--- src/rtl/frame_ram_reader.sv ---
// frame_ram_reader: walks one FRAME_W x FRAME_H frame out of a pseudo-dual-port RAM and emits it as a tagged pixel stream.
// Latency: first o_valid RD_LAT+1 cycles after the accepted i_start, then one pixel per cycle while i_ready stays high.
// Backpressure: i_ready low holds the FIFO head; reads are credit-limited (inflight + fifo_count < FIFO_DEPTH) so nothing overflows.
//
// Ports:
//   clk, rst_n          single clock (also the RAM read clock), asynchronous active-low reset
//   i_start/i_base_addr start pulse and frame base address, accepted only while idle
//   i_mirror            (only with FRAME_READER_MIRROR_EN) read each line right-to-left
//   o_busy/o_done       busy from accepted start to EOF handshake; done pulses the cycle after
//   ram_addr/ram_clk_en RAM read address (valid in the issue cycle) and read clock enable
//   ram_rd_data         RAM read data, valid RD_LAT cycles after its address
//   o_data/o_valid/i_ready/o_sof/o_eol/o_eof  valid/ready pixel stream with frame markers
//
// Optional feature macro: FRAME_READER_MIRROR_EN (adds i_mirror; default build has no mirror support).

// Small generic FIFO: circular buffer with occupancy count, head visible combinationally.
// Latency: a pushed word becomes visible at the head the cycle after the push (if the FIFO was empty).
// Backpressure: caller must not push when full; pop only happens when rd_rdy and not empty.
module frame_ram_reader_fifo #(
    parameter int WIDTH = 8,
    parameter int DEPTH = 4
) (
    input  logic                       clk,
    input  logic                       rst_n,
    input  logic                       wr_vld,
    input  logic [WIDTH-1:0]           wr_dat,
    output logic                       rd_vld,
    input  logic                       rd_rdy,
    output logic [WIDTH-1:0]           rd_dat,
    output logic [$clog2(DEPTH+1)-1:0] cnt
);
    localparam int PTR_W = (DEPTH > 1) ? $clog2(DEPTH) : 1;
    localparam int CNT_W = $clog2(DEPTH + 1);

    logic [WIDTH-1:0] mem_q [DEPTH];
    logic [PTR_W-1:0] wr_ptr_q, wr_ptr_d;
    logic [PTR_W-1:0] rd_ptr_q, rd_ptr_d;
    logic [CNT_W-1:0] cnt_q, cnt_d;
    logic             push;
    logic             pop;

    always_comb begin
        push     = wr_vld;
        pop      = rd_rdy && (cnt_q != '0);
        wr_ptr_d = wr_ptr_q;
        rd_ptr_d = rd_ptr_q;
        if (push) begin
            wr_ptr_d = (wr_ptr_q == PTR_W'(DEPTH - 1)) ? '0 : wr_ptr_q + PTR_W'(1);
        end
        if (pop) begin
            rd_ptr_d = (rd_ptr_q == PTR_W'(DEPTH - 1)) ? '0 : rd_ptr_q + PTR_W'(1);
        end
        // simultaneous push and pop leaves the count unchanged
        cnt_d = cnt_q + CNT_W'(push) - CNT_W'(pop);
    end

    always_ff @(posedge clk or negedge rst_n) begin
        if (!rst_n) begin
            for (int i = 0; i < DEPTH; i++) begin
                mem_q[i] <= '0;
            end
            wr_ptr_q <= '0;
            rd_ptr_q <= '0;
            cnt_q    <= '0;
        end else begin
            if (push) begin
                mem_q[wr_ptr_q] <= wr_dat;
            end
            wr_ptr_q <= wr_ptr_d;
            rd_ptr_q <= rd_ptr_d;
            cnt_q    <= cnt_d;
        end
    end

    assign rd_vld = (cnt_q != '0);
    assign rd_dat = mem_q[rd_ptr_q];
    assign cnt    = cnt_q;
endmodule

module frame_ram_reader #(
    parameter int ADDR_W     = 14,
    parameter int DATA_W     = 18,
    parameter int FRAME_W    = 32,
    parameter int FRAME_H    = 24,
    parameter int RD_LAT     = 2,
    parameter int FIFO_DEPTH = 4
) (
    input  logic              clk,
    input  logic              rst_n,
    input  logic              i_start,
    input  logic [ADDR_W-1:0] i_base_addr,
`ifdef FRAME_READER_MIRROR_EN
    input  logic              i_mirror,
`endif
    output logic              o_busy,
    output logic              o_done,
    output logic [ADDR_W-1:0] ram_addr,
    output logic              ram_clk_en,
    input  logic [DATA_W-1:0] ram_rd_data,
    output logic [DATA_W-1:0] o_data,
    output logic              o_valid,
    input  logic              i_ready,
    output logic              o_sof,
    output logic              o_eol,
    output logic              o_eof
);
    localparam int X_W    = (FRAME_W > 1) ? $clog2(FRAME_W) : 1;
    localparam int Y_W    = $clog2(FRAME_H + 1);   // y counts one past the last line
    localparam int FCNT_W = $clog2(FIFO_DEPTH + 1);
    localparam int CNT_W  = $clog2(FIFO_DEPTH + RD_LAT + 1);

    // The FIFO must hold everything that can be in flight plus the word being presented.
    if (FIFO_DEPTH < RD_LAT + 1) begin : g_depth_chk
        $error("frame_ram_reader: FIFO_DEPTH must be at least RD_LAT+1");
    end

    typedef enum logic [1:0] {
        IDLE  = 2'd0,
        RUN   = 2'd1,
        DRAIN = 2'd2
    } state_t;

    typedef struct packed {
        logic sof;
        logic eol;
        logic eof;
    } tag_t;

    typedef struct packed {
        tag_t              tag;
        logic [DATA_W-1:0] dat;
    } pix_t;

    state_t            state_q, state_d;
    logic [ADDR_W-1:0] base_q, base_d;
    logic [X_W-1:0]    x_q, x_d;
    logic [Y_W-1:0]    y_q, y_d;
    logic              done_q, done_d;
    logic              clk_en_q, clk_en_d;
`ifdef FRAME_READER_MIRROR_EN
    logic              mirror_q, mirror_d;
`endif

    // Tag pipe runs alongside the RAM read latency; its last stage lines up with ram_rd_data.
    logic              pipe_vld_q [RD_LAT];
    logic              pipe_vld_d [RD_LAT];
    tag_t              pipe_tag_q [RD_LAT];
    tag_t              pipe_tag_d [RD_LAT];

    logic [CNT_W-1:0]  inflight;
    logic [CNT_W-1:0]  occupancy;
    logic [FCNT_W-1:0] fifo_cnt;
    logic              issue;
    logic              last_rd;
    logic              eof_hs;
    tag_t              cur_tag;
    logic [X_W-1:0]    x_col;
    logic [ADDR_W-1:0] rd_addr;
    pix_t              wr_pix;
    pix_t              head;
    logic              head_vld;

    // Credits: reads still travelling through the RAM plus words already queued.
    always_comb begin
        inflight = '0;
        for (int k = 0; k < RD_LAT; k++) begin
            inflight = inflight + CNT_W'(pipe_vld_q[k]);
        end
        occupancy = inflight + CNT_W'(fifo_cnt);
    end

    // Tags follow output order; only the column used for the address is mirrored.
    always_comb begin
        cur_tag.sof = (x_q == '0) && (y_q == '0);
        cur_tag.eol = (x_q == X_W'(FRAME_W - 1));
        cur_tag.eof = cur_tag.eol && (y_q == Y_W'(FRAME_H - 1));
        last_rd     = cur_tag.eof;
`ifdef FRAME_READER_MIRROR_EN
        x_col = mirror_q ? (X_W'(FRAME_W - 1) - x_q) : x_q;
`else
        x_col = x_q;
`endif
        // arithmetic is ADDR_W wide, so the address wraps silently past the top of the RAM
        rd_addr = base_q + (ADDR_W'(y_q) * ADDR_W'(FRAME_W)) + ADDR_W'(x_col);
    end

    // Next-state, counters and issue decision.
    always_comb begin
        state_d  = state_q;
        base_d   = base_q;
        x_d      = x_q;
        y_d      = y_q;
        done_d   = 1'b0;
        clk_en_d = 1'b1;
        issue    = 1'b0;
`ifdef FRAME_READER_MIRROR_EN
        mirror_d = mirror_q;
`endif
        case (state_q)
            IDLE: begin
                if (i_start) begin
                    state_d = RUN;
                    base_d  = i_base_addr;
                    x_d     = '0;
                    y_d     = '0;
`ifdef FRAME_READER_MIRROR_EN
                    mirror_d = i_mirror;
`endif
                end
            end
            RUN: begin
                if (occupancy < CNT_W'(FIFO_DEPTH)) begin
                    issue = 1'b1;
                    if (x_q == X_W'(FRAME_W - 1)) begin
                        x_d = '0;
                        y_d = y_q + Y_W'(1);
                    end else begin
                        x_d = x_q + X_W'(1);
                    end
                    if (last_rd) begin
                        state_d = DRAIN;
                    end
                end
            end
            DRAIN: begin
                if (eof_hs) begin
                    state_d = IDLE;
                    done_d  = 1'b1;
                end
            end
            default: begin
                state_d = IDLE;
            end
        endcase
    end

    always_comb begin
        pipe_vld_d[0] = issue;
        pipe_tag_d[0] = cur_tag;
        for (int k = 1; k < RD_LAT; k++) begin
            pipe_vld_d[k] = pipe_vld_q[k-1];
            pipe_tag_d[k] = pipe_tag_q[k-1];
        end
    end

    always_ff @(posedge clk or negedge rst_n) begin
        if (!rst_n) begin
            state_q  <= IDLE;
            base_q   <= '0;
            x_q      <= '0;
            y_q      <= '0;
            done_q   <= 1'b0;
            clk_en_q <= 1'b0;
`ifdef FRAME_READER_MIRROR_EN
            mirror_q <= 1'b0;
`endif
            for (int k = 0; k < RD_LAT; k++) begin
                pipe_vld_q[k] <= 1'b0;
                pipe_tag_q[k] <= '0;
            end
        end else begin
            state_q  <= state_d;
            base_q   <= base_d;
            x_q      <= x_d;
            y_q      <= y_d;
            done_q   <= done_d;
            clk_en_q <= clk_en_d;
`ifdef FRAME_READER_MIRROR_EN
            mirror_q <= mirror_d;
`endif
            for (int k = 0; k < RD_LAT; k++) begin
                pipe_vld_q[k] <= pipe_vld_d[k];
                pipe_tag_q[k] <= pipe_tag_d[k];
            end
        end
    end

    // Capture: the credit check at issue time guarantees a free FIFO slot here.
    always_comb begin
        wr_pix.tag = pipe_tag_q[RD_LAT-1];
        wr_pix.dat = ram_rd_data;
    end

    frame_ram_reader_fifo #(
        .WIDTH ($bits(pix_t)),
        .DEPTH (FIFO_DEPTH)
    ) u_fifo (
        .clk    (clk),
        .rst_n  (rst_n),
        .wr_vld (pipe_vld_q[RD_LAT-1]),
        .wr_dat (wr_pix),
        .rd_vld (head_vld),
        .rd_rdy (i_ready),
        .rd_dat (head),
        .cnt    (fifo_cnt)
    );

    assign eof_hs     = head_vld && i_ready && head.tag.eof;
    assign o_valid    = head_vld;
    assign o_data     = head.dat;
    assign o_sof      = head.tag.sof;
    assign o_eol      = head.tag.eol;
    assign o_eof      = head.tag.eof;
    assign o_busy     = (state_q != IDLE);
    assign o_done     = done_q;
    assign ram_clk_en = clk_en_q;
    assign ram_addr   = issue ? rd_addr : '0;
endmodule

--- config.mk ---
export PLATFORM = sky130hd
export DESIGN_NAME = frame_ram_reader
export DESIGN_NICKNAME = d
export VERILOG_FILES = /design/src/rtl/frame_ram_reader.sv
export SDC_FILE = /design/constraint.sdc
export NUM_CORES = 1
export LEC_CHECK = 0
export ABC_CLOCK_PERIOD_IN_PS = 5330
export CAP_MARGIN = 20
export CORE_MARGIN = 1
export CORE_UTILIZATION = 45
export DETAILED_ROUTE_END_ITERATION = 8
export PLACE_DENSITY = 0.67
export SETUP_SLACK_MARGIN = 0.15
export SLEW_MARGIN = 10
export SYNTH_ARGS = -nofsm -noshare
export SYNTH_HDL_FRONTEND = slang
export SYNTH_HIERARCHICAL = 1
export SYNTH_SLANG_ARGS = --single-unit
export TNS_END_PERCENT = 10
--- constraint.sdc ---
create_clock -name clk -period 5.33 [get_ports clk]
set_input_delay 1.066 -clock clk [delete_from_list [all_inputs] [get_ports clk]]
set_output_delay 1.066 -clock clk [all_outputs]
set_load 0.03 [all_outputs]
==> results of run 1 <==
==> path summary, 6_finish.rpt <==
check / slack, ns / cells after the start / to
worst max-delay path: 1.16 / 9 / ram_addr[10]
worst min-delay path: 0.34 / 0 / pipe_tag_q[1]
worst max register to register: 3.03 / 7 / x_col[0]
worst min register to register: 0.34 / 0 / pipe_tag_q[1]
max in group asynchronous: 3.48 / 3 / u_fifo/mem_q[73]
min in group asynchronous: 0.62 / 1 / u_fifo/mem_q[69]
==> power by group through the flow <==
stage	Sequential (mW)	Combinational, mW	Clock [mW]
floorplan	1.50	1.82	0
global placement	1.61	2.40	0
CTS	1.63	2.45	1.19
global route	1.68	2.61	1.23
finish	1.62	2.44	1.16
detailed placement	1.64	2.45	0
==> cell usage in the layout (no fill, tap or decap), drive strengths merged, types with 3 or more instances in the layout <==
cell type,synthesis,final
or3,3,3
a31oi,3,3
nand3,10,10
a21oi,8,8
nor2b,5,5
xnor2,5,5
clkbuf,3,24
o21ai,17,17
clkdlybuf4s50,0,73
mux4,21,21
nor2,17,17
o21a,3,3
o211ai,3,3
clkinvlp,0,4
mux2,97,97
dfrtp,127,127
or2,3,3
inv,22,22
o31ai,3,3
nor4,3,3
nor3,7,7
a211oi,5,5
buf,18,5
o22ai,5,5
ha,23,23
and2,5,5
a21o,5,5
nand2,27,27
==> flip-flops by register name, summed over array words and instances, names as in the netlist <==
name             flops
base_q              14
o_done               1
pipe_tag_d           3
pipe_tag_q           3
pipe_vld_d           1
pipe_vld_q           1
ram_clk_en           1
state_q              2
u_fifo/cnt           3
u_fifo/mem_q        84
u_fifo/rd_ptr_q      2
u_fifo/wr_ptr_q      2
x_col                5
y_q                  5
==> kinds of logic (layout without fill, tap and decap cells) <==
family	count (synthesis)	count (layout)	share of synthesized area, %
flops	127	127	50.6
mux	118	118	24.9
simple gates	92	92	7.45
compound gates	65	65	7.29
buf+inv	43	132	3.59
fa+ha+maj	25	25	5.22
xor+xnor	6	6	0.837
other cells	1	1	0.0597
==> layer usage <==
layer,vias up,part of all wire [%],GRT usage (%)
li1,1893,-,-
met4,0,1.1,8.05
met2,91,51,32.5
met3,13,3.5,3.99
met5,-,0,0
met1,2098,45,24.4
==> worst max-delay path: stages, from the launching register on <==
cell and delay [ns]:
sky130_fd_sc_hd__dfrtp_1 0.42, sky130_fd_sc_hd__ha_1 0.25, sky130_fd_sc_hd__inv_1 0.07, sky130_fd_sc_hd__fa_1 0.37, sky130_fd_sc_hd__nor2b_1 0.23, sky130_fd_sc_hd__o31ai_1 0.13, sky130_fd_sc_hd__a21oi_1 0.23, sky130_fd_sc_hd__a211oi_1 0.11
sky130_fd_sc_hd__nor3_1 0.16, sky130_fd_sc_hd__clkdlybuf4s50_1 0.71
==> cell type report <==
| type | count | share of cell area [%] |
|---|---|---|
| Sequential cell | 127 | 41.0 |
| Multi-Input combinational cell | 307 | 37.1 |
| Timing Repair Buffer | 78 | 10.3 |
| Clock buffer | 24 | 6.47 |
| Tap cell | 176 | 2.84 |
| Clock inverter | 8 | 1.34 |
| Inverter | 22 | 1.06 |
==> impl_metrics.xml, run 1 <==
<?xml version="1.0" encoding="UTF-8"?>
<metrics>
  <group name="outcome">
    <metric name="status" unit="">completed</metric>
  </group>
  <group name="cts">
    <metric name="cts_tree" unit="">yes</metric>
    <metric name="clock_root_buffer" unit="">sky130_fd_sc_hd__clkbuf_16</metric>
    <metric name="max-clock-path-buffers" unit="">2</metric>
    <metric name="clock_insertion_delay_worst_skew" unit="ns">0.41</metric>
    <metric name="ctsHoldBuffers" unit="">0</metric>
    <metric name="htreeDepth" unit="">4</metric>
    <metric name="cts_post_setup_buffers_inserted" unit="">0</metric>
    <metric name="clkTransAtPathRegs" unit="ns">0.06</metric>
    <metric name="cts_inserted_buffers" unit="">17</metric>
    <metric name="postCtsResizedCells" unit="">0</metric>
    <metric name="clock_sinks" unit="">127</metric>
  </group>
  <group name="critical_path">
    <metric name="cp_data_arrival_time" unit="ns">3.10</metric>
    <metric name="cp.required" unit="ns">4.26</metric>
    <metric name="worst_reg2reg_path_startpoint" unit="">u_fifo/cnt[0]</metric>
    <metric name="crit_type" unit="">reg2out</metric>
    <metric name="timing.critical_path.from" unit="">x_col[0]</metric>
    <metric name="start_kind" unit="">flip-flop</metric>
    <metric name="setup.worst_path.end_class" unit="">primary output</metric>
    <metric name="critical_path_peak_fanout" unit="">5</metric>
  </group>
  <group name="timing">
    <metric name="totalNegativeSetupSlack" unit="ns">0</metric>
    <metric name="fin_worst_skew" unit="ns">0.00525</metric>
    <metric name="finalCritPeriodShare" unit="%">78.2</metric>
    <metric name="fmax" unit="MHz">240</metric>
    <metric name="drv_slew" unit="">0</metric>
    <metric name="worst-slew-pin-transition" unit="ns">1.11</metric>
    <metric name="final_number_of_hold_violating_endpoints" unit="">0</metric>
    <metric name="rsz0062_at_grt" unit="">false</metric>
    <metric name="final-setup-viol-count" unit="">0</metric>
    <metric name="finalCriticalPeriod" unit="ns">4.17</metric>
    <metric name="hold_ws" unit="ns">0.343</metric>
    <metric name="slew_headroom" unit="%">25.7</metric>
    <metric name="fin_ws" unit="ns">1.16</metric>
  </group>
  <group name="drt">
    <metric name="drt-total-wl" unit="mm">12.7</metric>
    <metric name="drcViolationCount" unit="">0</metric>
    <metric name="via_count" unit="">4095</metric>
    <metric name="routedWlPerCell" unit="um">17.2</metric>
    <metric name="drt_pass1_iterations" unit="">4</metric>
    <metric name="drt_iter0_markers" unit="">224</metric>
    <metric name="detail_route.vias_per_cell" unit="">5.52</metric>
    <metric name="ant_nets" unit="">0</metric>
  </group>
  <group name="yosys">
    <metric name="synth.top_cell.area_share" unit="%">50.6</metric>
    <metric name="synth.cell_area" unit="sq mm">0.00628</metric>
    <metric name="cell_with_the_most_instances_after_synthesis" unit="">sky130_fd_sc_hd__dfrtp_1</metric>
    <metric name="synth-seq-area-share" unit="%">50.6</metric>
    <metric name="yosysTopAreaCell" unit="">sky130_fd_sc_hd__dfrtp_1</metric>
    <metric name="yosysWarnings" unit="">6</metric>
    <metric name="synth_async_reset_ratio" unit="%">100</metric>
    <metric name="synth.distinct_cells" unit="">55</metric>
    <metric name="ys_ff_latch" unit="">127</metric>
    <metric name="post_synth.cell_area_avg" unit="sq um">13.2</metric>
    <metric name="post_synth_most_frequent_cells" unit="">sky130_fd_sc_hd__dfrtp_1, sky130_fd_sc_hd__mux2_2, sky130_fd_sc_hd__nand2_1</metric>
    <metric name="synth_enable_flop_cells" unit="">0</metric>
    <metric name="synth-main-ff-cell" unit="">sky130_fd_sc_hd__dfrtp_1</metric>
    <metric name="post_synth_main_area_contributors" unit="">sky130_fd_sc_hd__dfrtp_1, sky130_fd_sc_hd__mux2_2, sky130_fd_sc_hd__mux4_2</metric>
    <metric name="synthesis.nets" unit="">538</metric>
    <metric name="post_synth_inst_count" unit="">477</metric>
  </group>
  <group name="layout">
    <metric name="layout.filler_cells" unit="">1104</metric>
    <metric name="layout.nets" unit="">614</metric>
    <metric name="drive_above_1_share" unit="%">29.3</metric>
    <metric name="design_area" unit="sq mm">0.00776</metric>
    <metric name="postLayoutCoreUtil" unit="%">57.9</metric>
    <metric name="multi_input_comb_area" unit="sq mm">0.00288</metric>
    <metric name="n_antenna_cell" unit="">0</metric>
    <metric name="areaGrowthSynthToFinish" unit="%">23.6</metric>
    <metric name="sequential_cell_area" unit="sq mm">0.00318</metric>
    <metric name="non_filler_cells_in_the_finished_layout" unit="">742</metric>
  </group>
  <group name="floorplanning">
    <metric name="die_x" unit="um">120</metric>
    <metric name="initial_utilization" unit="%">46.9</metric>
    <metric name="die_ar" unit="sq mm">0.0144</metric>
    <metric name="boundaryPins" unit="">75</metric>
    <metric name="floorplan.rows" unit="">42</metric>
    <metric name="fp.dieH" unit="um">120</metric>
    <metric name="fp.coreArea" unit="sq mm">0.0134</metric>
  </group>
  <group name="placement">
    <metric name="placed_standard_cell_area" unit="sq mm">0.00711</metric>
    <metric name="placed_cells" unit="">708</metric>
    <metric name="placement_setup_slack" unit="ns">1.61</metric>
    <metric name="dp_wirelength" unit="mm">8.50</metric>
    <metric name="globalplace.congestion" unit="">0.882</metric>
    <metric name="placement.io_buffers" unit="">74</metric>
  </group>
  <group name="grt">
    <metric name="grt_remaining_overflow" unit="">0</metric>
    <metric name="first_global_vias" unit="">4330</metric>
    <metric name="grt_first_pass_wirelength" unit="mm">21.4</metric>
    <metric name="grt_start_max_net_pins" unit="">86</metric>
    <metric name="grt_antenna_before_repair" unit="">0</metric>
    <metric name="grt_util_all_layers" unit="%">19.4</metric>
  </group>
  <group name="power_and_ir_drop">
    <metric name="proportion_of_power_drawn_by_the_clock_network" unit="%">22.2</metric>
    <metric name="pwr-share-comb" unit="%">46.7</metric>
    <metric name="ir_worst_vdd" unit="uV">442</metric>
    <metric name="internal_power" unit="mW">3.31</metric>
    <metric name="static_leakage_power" unit="nW">3.32</metric>
    <metric name="final_total_power" unit="mW">5.21</metric>
    <metric name="sequential_share_of_power" unit="%">31.0</metric>
    <metric name="switching_power" unit="mW">1.90</metric>
    <metric name="power_density" unit="mW/mm^2">672</metric>
    <metric name="sw_frac_of_total" unit="%">36.5</metric>
  </group>
  <group name="hold_path">
    <metric name="min_from" unit="">pipe_tag_d[1]</metric>
    <metric name="worst_hold_path_type" unit="">reg2reg</metric>
  </group>
  <group name="run">
    <metric name="cap_violations" unit="">0</metric>
  </group>
</metrics>
No activity file was read; power rests on OpenSTA's default activity.
==> inputs of run 2 (changes only) <==
ABC_CLOCK_PERIOD_IN_PS = 3800   (was 5330)
PLACE_DENSITY = 0.69   (was 0.67)
clock period = 3.8 ns   (was 5.33 ns; I/O delays follow)
==> run 2 against run 1 <==
Non-clock buffer count rose by 5. Largest power group unchanged. Sequential share of layout area fell by 0.31 points. Routed wire length fell by 0.78%. Critical endpoint is now ram_addr[0]. Total power rose by 40%.
==> impl_metrics.xml, run 2 (synthesis results as in run 1) <==
<?xml version="1.0" encoding="UTF-8"?>
<metrics>
  <group name="timing">
    <metric name="slew_headroom" unit="%">28.5</metric>
    <metric name="rsz0062_at_grt" unit="">false</metric>
    <metric name="fmax" unit="MHz">285</metric>
    <metric name="final-setup-viol-count" unit="">0</metric>
    <metric name="totalNegativeSetupSlack" unit="ns">0</metric>
    <metric name="fin_ws" unit="ns">0.287</metric>
    <metric name="final_number_of_hold_violating_endpoints" unit="">0</metric>
    <metric name="finalCritPeriodShare" unit="%">92.4</metric>
    <metric name="finalCriticalPeriod" unit="ns">3.51</metric>
    <metric name="worst-slew-pin-transition" unit="ns">1.07</metric>
    <metric name="drv_slew" unit="">0</metric>
    <metric name="fin_worst_skew" unit="ns">0.00870</metric>
  </group>
  <group name="hold_path">
    <metric name="timing.hold.worst_endpoint" unit="">pipe_tag_q[1]</metric>
    <metric name="worst_hold_path_type" unit="">reg2reg</metric>
    <metric name="min_from" unit="">pipe_tag_d[1]</metric>
    <metric name="holdPathStages" unit="">0</metric>
  </group>
  <group name="placement">
    <metric name="placement.io_buffers" unit="">74</metric>
    <metric name="dp_wirelength" unit="mm">8.33</metric>
    <metric name="globalplace.congestion" unit="">0.857</metric>
    <metric name="placed_cells" unit="">713</metric>
    <metric name="placement_setup_slack" unit="ns">0.433</metric>
  </group>
  <group name="critical_path">
    <metric name="r2r_setup_slack" unit="ns">1.53</metric>
    <metric name="cp.required" unit="ns">3.04</metric>
    <metric name="regToRegEndpoint" unit="">y_q[4]</metric>
    <metric name="critical_path_peak_fanout" unit="">13</metric>
    <metric name="cp_data_arrival_time" unit="ns">2.75</metric>
    <metric name="r2r.worst_path.cells" unit="">8</metric>
    <metric name="slowest_delay" unit="ns">0.59</metric>
    <metric name="start_kind" unit="">flip-flop</metric>
    <metric name="highest_delay_cell_along_the_critical_path" unit="">sky130_fd_sc_hd__clkdlybuf4s50_1</metric>
    <metric name="crit_type" unit="">reg2out</metric>
    <metric name="timing.critical_path.cells" unit="">ha_1, a21o_1, nand4_1, a21boi_4, inv_2, and2_1, clkdlybuf4s50_1</metric>
    <metric name="setup.worst_path.end_class" unit="">primary output</metric>
    <metric name="worst_reg2reg_path_startpoint" unit="">x_col[1]</metric>
  </group>
  <group name="floorplanning">
    <metric name="die_ar" unit="sq mm">0.0144</metric>
    <metric name="fp.dieH" unit="um">120</metric>
    <metric name="initial_utilization" unit="%">46.9</metric>
    <metric name="die_x" unit="um">120</metric>
    <metric name="fp.coreArea" unit="sq mm">0.0134</metric>
    <metric name="boundaryPins" unit="">75</metric>
    <metric name="floorplan.rows" unit="">42</metric>
  </group>
  <group name="layout">
    <metric name="reg_top3" unit="">u_fifo/mem_q (84), base_q (14)</metric>
    <metric name="largest_register" unit="">u_fifo/mem_q</metric>
    <metric name="layout.nets" unit="">619</metric>
    <metric name="areaGrowthSynthToFinish" unit="%">24.5</metric>
    <metric name="layout.filler_cells" unit="">1081</metric>
    <metric name="postLayoutCoreUtil" unit="%">58.3</metric>
    <metric name="mostFrequentLayoutCells" unit="">sky130_fd_sc_hd__dfrtp_1, sky130_fd_sc_hd__mux2_2, sky130_fd_sc_hd__clkdlybuf4s50_1, sky130_fd_sc_hd__nand2_1, sky130_fd_sc_hd__ha_1</metric>
    <metric name="multi_input_comb_area" unit="sq mm">0.00288</metric>
    <metric name="drive_above_1_share" unit="%">29.8</metric>
    <metric name="n_antenna_cell" unit="">0</metric>
    <metric name="layout_commonest_cell" unit="">sky130_fd_sc_hd__dfrtp_1</metric>
    <metric name="non_filler_cells_in_the_finished_layout" unit="">746</metric>
    <metric name="sequential_cell_area" unit="sq mm">0.00318</metric>
    <metric name="largest_reg_flops" unit="">84</metric>
  </group>
  <group name="power_and_ir_drop">
    <metric name="sw_frac_of_total" unit="%">36.8</metric>
    <metric name="ir_worst_vdd" unit="uV">593</metric>
    <metric name="power_density" unit="mW/mm^2">935</metric>
    <metric name="sequential_share_of_power" unit="%">30.1</metric>
    <metric name="switching_power" unit="mW">2.69</metric>
    <metric name="static_leakage_power" unit="nW">3.49</metric>
    <metric name="proportion_of_power_drawn_by_the_clock_network" unit="%">21.3</metric>
    <metric name="pwr-share-comb" unit="%">48.6</metric>
    <metric name="internal_power" unit="mW">4.62</metric>
  </group>
  <group name="cts">
    <metric name="max-clock-path-buffers" unit="">2</metric>
    <metric name="cts_tree" unit="">yes</metric>
    <metric name="clock_sinks" unit="">127</metric>
    <metric name="cts_inserted_buffers" unit="">17</metric>
    <metric name="cts_post_setup_buffers_inserted" unit="">0</metric>
    <metric name="clock_insertion_delay_worst_skew" unit="ns">0.41</metric>
    <metric name="clkTransAtPathRegs" unit="ns">0.05</metric>
    <metric name="htreeDepth" unit="">4</metric>
    <metric name="clock_root_buffer" unit="">sky130_fd_sc_hd__clkbuf_16</metric>
  </group>
  <group name="outcome">
    <metric name="status" unit="">completed</metric>
  </group>
  <group name="grt">
    <metric name="grt_first_pass_wirelength" unit="mm">21.5</metric>
    <metric name="grt_antenna_before_repair" unit="">0</metric>
    <metric name="grt_remaining_overflow" unit="">0</metric>
    <metric name="grt_start_max_net_pins" unit="">70</metric>
    <metric name="grt_util_all_layers" unit="%">19.3</metric>
    <metric name="first_global_vias" unit="">4385</metric>
  </group>
  <group name="drt">
    <metric name="drt_iter0_markers" unit="">203</metric>
    <metric name="routedWlPerCell" unit="um">17.0</metric>
    <metric name="drcViolationCount" unit="">0</metric>
    <metric name="drt-total-wl" unit="mm">12.6</metric>
    <metric name="via_count" unit="">4045</metric>
    <metric name="detail_route.vias_per_cell" unit="">5.42</metric>
    <metric name="ant_nets" unit="">0</metric>
    <metric name="drt_pass1_iterations" unit="">4</metric>
  </group>
  <group name="run">
    <metric name="cap_violations" unit="">0</metric>
  </group>
</metrics>
[run 2: power groups by stage]
stage	Clock, mW	Combinational, mW	Sequential (mW)
final	1.56	3.55	2.20
after global routing	1.66	3.82	2.27
after CTS	1.60	3.57	2.20
after detailed placement	0	3.55	2.22
after global placement	0	3.47	2.18
after floorplan	0	2.56	2.11
[run 2: layer usage]
metal	wire length [um]	GRT usage (%)	vias to the layer above
met5	0	0	-
met4	210	6.95	0
met3	599	5.47	14
met2	6360	31.9	83
met1	5480	24.2	2046
li1	-	-	1902
[run 2: repair_timing]
item,in CTS,in global routing
gates cloned,0,0
endpoints found under the setup margin,7,11
hold buffers,0,0
resized for setup,1,13
[run 2: worst max path at each step]
stage	start	to	slack [ns]	cells past startpoint
5_1_grt	u_fifo/cnt[0]	ram_addr[0]	0.16	7
4_1_cts	x_col[0]	ram_addr[12]	0.02	9
2_1_floorplan	x_col[0]	ram_addr[10]	0.79	8
6_report	u_fifo/cnt[0]	ram_addr[0]	0.29	7
3_3_place_gp	x_col[0]	ram_addr[10]	0.47	9
3_5_place_dp	x_col[0]	ram_addr[10]	0.43	9
[run 2: area by class of cell]
class                           count  area share, %
Clock inverter                     10           1.42
Tap cell                          176           2.82
Clock buffer                       21           5.89
Inverter                           22           1.06
Timing Repair Buffer               83           11.3
Multi-Input combinational cell    307           36.9
Sequential cell                   127           40.6
[run 2: through the flow]
step                      hold WS [ns]  power (mW)  instance area (sq um)
final                            0.343        7.31                   7820
after global routing             0.355        7.75                   7820
after CTS                        0.346        7.36                   7750
after global placement           0.334        5.65                   7150
after detailed placement         0.335        5.77                   7180
after floorplan                  0.331        4.66                   6280
[run 2: critical path, delay by kind of cell, from the launching register on]
family | cells | cell delay [ns]
buffers and inverters | 2 | 0.78
AND/OR/NAND/NOR | 2 | 0.31
adder cells (fa/ha/maj) | 1 | 0.28
flip-flops | 1 | 0.41
AO/OA/AOI/OAI | 2 | 0.55
==> inputs of run 3 (changes only) <==
HOLD_SLACK_MARGIN = 0.12   (was not set)
SKIP_LAST_GASP = 1   (was not set)
==> run 3 against run 2 <==
First-iteration DRC count fell by 11%. Count of clock-buffer cells in the layout stayed put. Core utilization down 0.18 points. Die area stayed put. Final area shrank 0.30%. Fmax shrank 6.0%. Clock power about the same. Flip-flop and latch count unchanged. Sequential share of layout area is 0.12 points higher. Routed wire length is 0.44% higher. Cell count stayed put. Non-clock buffer count unchanged. Critical path type unchanged.
==> impl_metrics.xml, run 3 (synthesis results as in run 1) <==
<?xml version="1.0" encoding="UTF-8"?>
<metrics>
  <group name="outcome">
    <metric name="status" unit="">completed</metric>
  </group>
  <group name="grt">
    <metric name="grt_antenna_before_repair" unit="">0</metric>
    <metric name="first_global_vias" unit="">4385</metric>
    <metric name="grt_start_max_net_pins" unit="">70</metric>
    <metric name="grt_util_all_layers" unit="%">19.3</metric>
    <metric name="grt_first_pass_wirelength" unit="mm">21.5</metric>
    <metric name="grt_remaining_overflow" unit="">0</metric>
  </group>
  <group name="floorplanning">
    <metric name="die_ar" unit="sq mm">0.0144</metric>
    <metric name="boundaryPins" unit="">75</metric>
    <metric name="initial_utilization" unit="%">46.9</metric>
    <metric name="fp.coreArea" unit="sq mm">0.0134</metric>
    <metric name="floorplan.rows" unit="">42</metric>
    <metric name="fp.dieH" unit="um">120</metric>
    <metric name="die_x" unit="um">120</metric>
  </group>
  <group name="placement">
    <metric name="dp_wirelength" unit="mm">8.33</metric>
    <metric name="placed_cells" unit="">713</metric>
    <metric name="globalplace.congestion" unit="">0.857</metric>
    <metric name="placed_standard_cell_area" unit="sq mm">0.00718</metric>
    <metric name="placement.io_buffers" unit="">74</metric>
  </group>
  <group name="cts">
    <metric name="cts_inserted_buffers" unit="">17</metric>
    <metric name="cts_tree" unit="">yes</metric>
    <metric name="cts_post_setup_buffers_inserted" unit="">0</metric>
    <metric name="ctsHoldBuffers" unit="">0</metric>
    <metric name="clock_root_buffer" unit="">sky130_fd_sc_hd__clkbuf_16</metric>
    <metric name="htreeDepth" unit="">4</metric>
    <metric name="max-clock-path-buffers" unit="">2</metric>
    <metric name="clock_insertion_delay_worst_skew" unit="ns">0.41</metric>
    <metric name="clock_sinks" unit="">127</metric>
    <metric name="clkTransAtPathRegs" unit="ns">0.06</metric>
  </group>
  <group name="layout">
    <metric name="areaGrowthSynthToFinish" unit="%">24.2</metric>
    <metric name="non_filler_cells_in_the_finished_layout" unit="">746</metric>
    <metric name="layout.nets" unit="">619</metric>
    <metric name="reg_top3" unit="">u_fifo/mem_q (84), base_q (14)</metric>
    <metric name="design_area" unit="sq mm">0.00779</metric>
    <metric name="layout_commonest_cell" unit="">sky130_fd_sc_hd__dfrtp_1</metric>
    <metric name="largest_register" unit="">u_fifo/mem_q</metric>
    <metric name="mostFrequentLayoutCells" unit="">sky130_fd_sc_hd__dfrtp_1, sky130_fd_sc_hd__mux2_2, sky130_fd_sc_hd__clkdlybuf4s50_1, sky130_fd_sc_hd__nand2_1, sky130_fd_sc_hd__ha_1</metric>
    <metric name="largest_reg_flops" unit="">84</metric>
    <metric name="n_antenna_cell" unit="">0</metric>
    <metric name="drive_above_1_share" unit="%">29.6</metric>
    <metric name="layout.filler_cells" unit="">1085</metric>
  </group>
  <group name="timing">
    <metric name="final_number_of_hold_violating_endpoints" unit="">0</metric>
    <metric name="hold_ws" unit="ns">0.343</metric>
    <metric name="slew_headroom" unit="%">28.9</metric>
    <metric name="fmax" unit="MHz">268</metric>
    <metric name="finalCritPeriodShare" unit="%">98.3</metric>
    <metric name="final-setup-viol-count" unit="">0</metric>
    <metric name="drv_slew" unit="">0</metric>
    <metric name="finalCriticalPeriod" unit="ns">3.74</metric>
    <metric name="worst-slew-pin-transition" unit="ns">1.06</metric>
    <metric name="rsz0062_at_grt" unit="">true</metric>
    <metric name="fin_worst_skew" unit="ns">0.00838</metric>
  </group>
  <group name="hold_path">
    <metric name="holdPathStages" unit="">0</metric>
    <metric name="timing.hold.worst_endpoint" unit="">pipe_tag_q[1]</metric>
    <metric name="min_from" unit="">pipe_tag_d[1]</metric>
    <metric name="worst_hold_path_type" unit="">reg2reg</metric>
  </group>
  <group name="power_and_ir_drop">
    <metric name="static_leakage_power" unit="nW">3.37</metric>
    <metric name="switching_power" unit="mW">2.69</metric>
    <metric name="sw_frac_of_total" unit="%">36.8</metric>
    <metric name="proportion_of_power_drawn_by_the_clock_network" unit="%">21.3</metric>
    <metric name="internal_power" unit="mW">4.63</metric>
    <metric name="power_density" unit="mW/mm^2">939</metric>
    <metric name="sequential_share_of_power" unit="%">30.1</metric>
    <metric name="pwr-share-comb" unit="%">48.6</metric>
    <metric name="ir_worst_vdd" unit="uV">601</metric>
    <metric name="final_total_power" unit="mW">7.32</metric>
  </group>
  <group name="critical_path">
    <metric name="cp_data_arrival_time" unit="ns">2.98</metric>
    <metric name="setup.worst_path.end_class" unit="">primary output</metric>
    <metric name="start_kind" unit="">flip-flop</metric>
    <metric name="cp.required" unit="ns">3.04</metric>
    <metric name="r2r_setup_slack" unit="ns">1.53</metric>
    <metric name="worst_reg2reg_path_startpoint" unit="">x_col[1]</metric>
    <metric name="regToRegEndpoint" unit="">y_q[4]</metric>
    <metric name="r2r.worst_path.cells" unit="">8</metric>
    <metric name="crit_type" unit="">reg2out</metric>
    <metric name="critical_path_peak_fanout" unit="">8</metric>
  </group>
  <group name="drt">
    <metric name="detail_route.vias_per_cell" unit="">5.42</metric>
    <metric name="drt_pass1_iterations" unit="">4</metric>
    <metric name="drt-total-wl" unit="mm">12.7</metric>
    <metric name="drcViolationCount" unit="">0</metric>
    <metric name="ant_nets" unit="">0</metric>
    <metric name="routedWlPerCell" unit="um">17.0</metric>
    <metric name="via_count" unit="">4047</metric>
    <metric name="drt_iter0_markers" unit="">181</metric>
  </group>
  <group name="run">
    <metric name="cap_violations" unit="">0</metric>
  </group>
</metrics>
-- run 3: how the worst max path moves through the flow --
stage | start | to | slack (ns) | cells past startpoint
4_1_cts | x_col[0] | ram_addr[12] | 0.02 | 9
3_5_place_dp | x_col[0] | ram_addr[10] | 0.43 | 9
5_1_grt | x_col[0] | ram_addr[6] | -0.14 | 9
2_1_floorplan | x_col[0] | ram_addr[10] | 0.79 | 8
3_3_place_gp | x_col[0] | ram_addr[10] | 0.47 | 9
6_report | y_q[2] | ram_addr[13] | 0.06 | 7
-- run 3: timing repair --
item | 4_1_cts | 5_1_grt
gates resized for setup | 1 | 1
cloned | 0 | 0
endpoints found under the setup margin | 7 | 11
pin swaps | 0 | 0
-- run 3: area by class of cell --
class / count / area (sq um) / share of cell area (%)
multi-input cells: 307 / 2880 / 36.9
well taps: 176 / 220 / 2.83
clock buffers: 21 / 460 / 5.91
flip-flops and latches: 127 / 3180 / 40.8
clock inverters: 10 / 111 / 1.43
repair buffers: 83 / 867 / 11.1
inverters: 22 / 82.6 / 1.06
-- run 3: power by group through the flow --
stage          clock (mW)  combinational (mW)  sequential (mW)
2_1_floorplan           0                2.56             2.11
3_3_place_gp            0                3.47             2.18
3_5_place_dp            0                3.55             2.22
4_1_cts              1.60                3.57             2.20
5_1_grt              1.66                3.83             2.27
6_report             1.56                3.56             2.20
-- run 3: per-layer routing --
metal | GRT usage (%) | part of all wire (%) | up-vias
met5 | 0 | 0 | -
met4 | 6.95 | 1.8 | 0
met3 | 5.47 | 4.8 | 19
met2 | 31.9 | 50 | 90
met1 | 24.2 | 44 | 2035
li1 | - | - | 1903
-- run 3: critical path, stage by stage (launching register included) --
cell,delay (ns)
sky130_fd_sc_hd__dfrtp_1,0.44
sky130_fd_sc_hd__ha_1,0.45
sky130_fd_sc_hd__o21ai_0,0.17
sky130_fd_sc_hd__o21ai_1,0.15
sky130_fd_sc_hd__o211ai_1,0.17
sky130_fd_sc_hd__a2111o_1,0.44
sky130_fd_sc_hd__o21ai_1,0.07
sky130_fd_sc_hd__clkdlybuf4s50_1,0.68
-- run 3: metrics by stage --
| stage | TNS, ns | setup WS [ns] | utilization, % |
|---|---|---|---|
| 3_3_place_gp | 0 | 0.471 | 53.4 |
| 5_1_grt | -0.410 | -0.136 | 58.2 |
| 4_1_cts | 0 | 0.0170 | 57.8 |
| 3_5_place_dp | 0 | 0.433 | 53.6 |
| 2_1_floorplan | 0 | 0.788 | - |
| 6_report | 0 | 0.0644 | 58.2 |
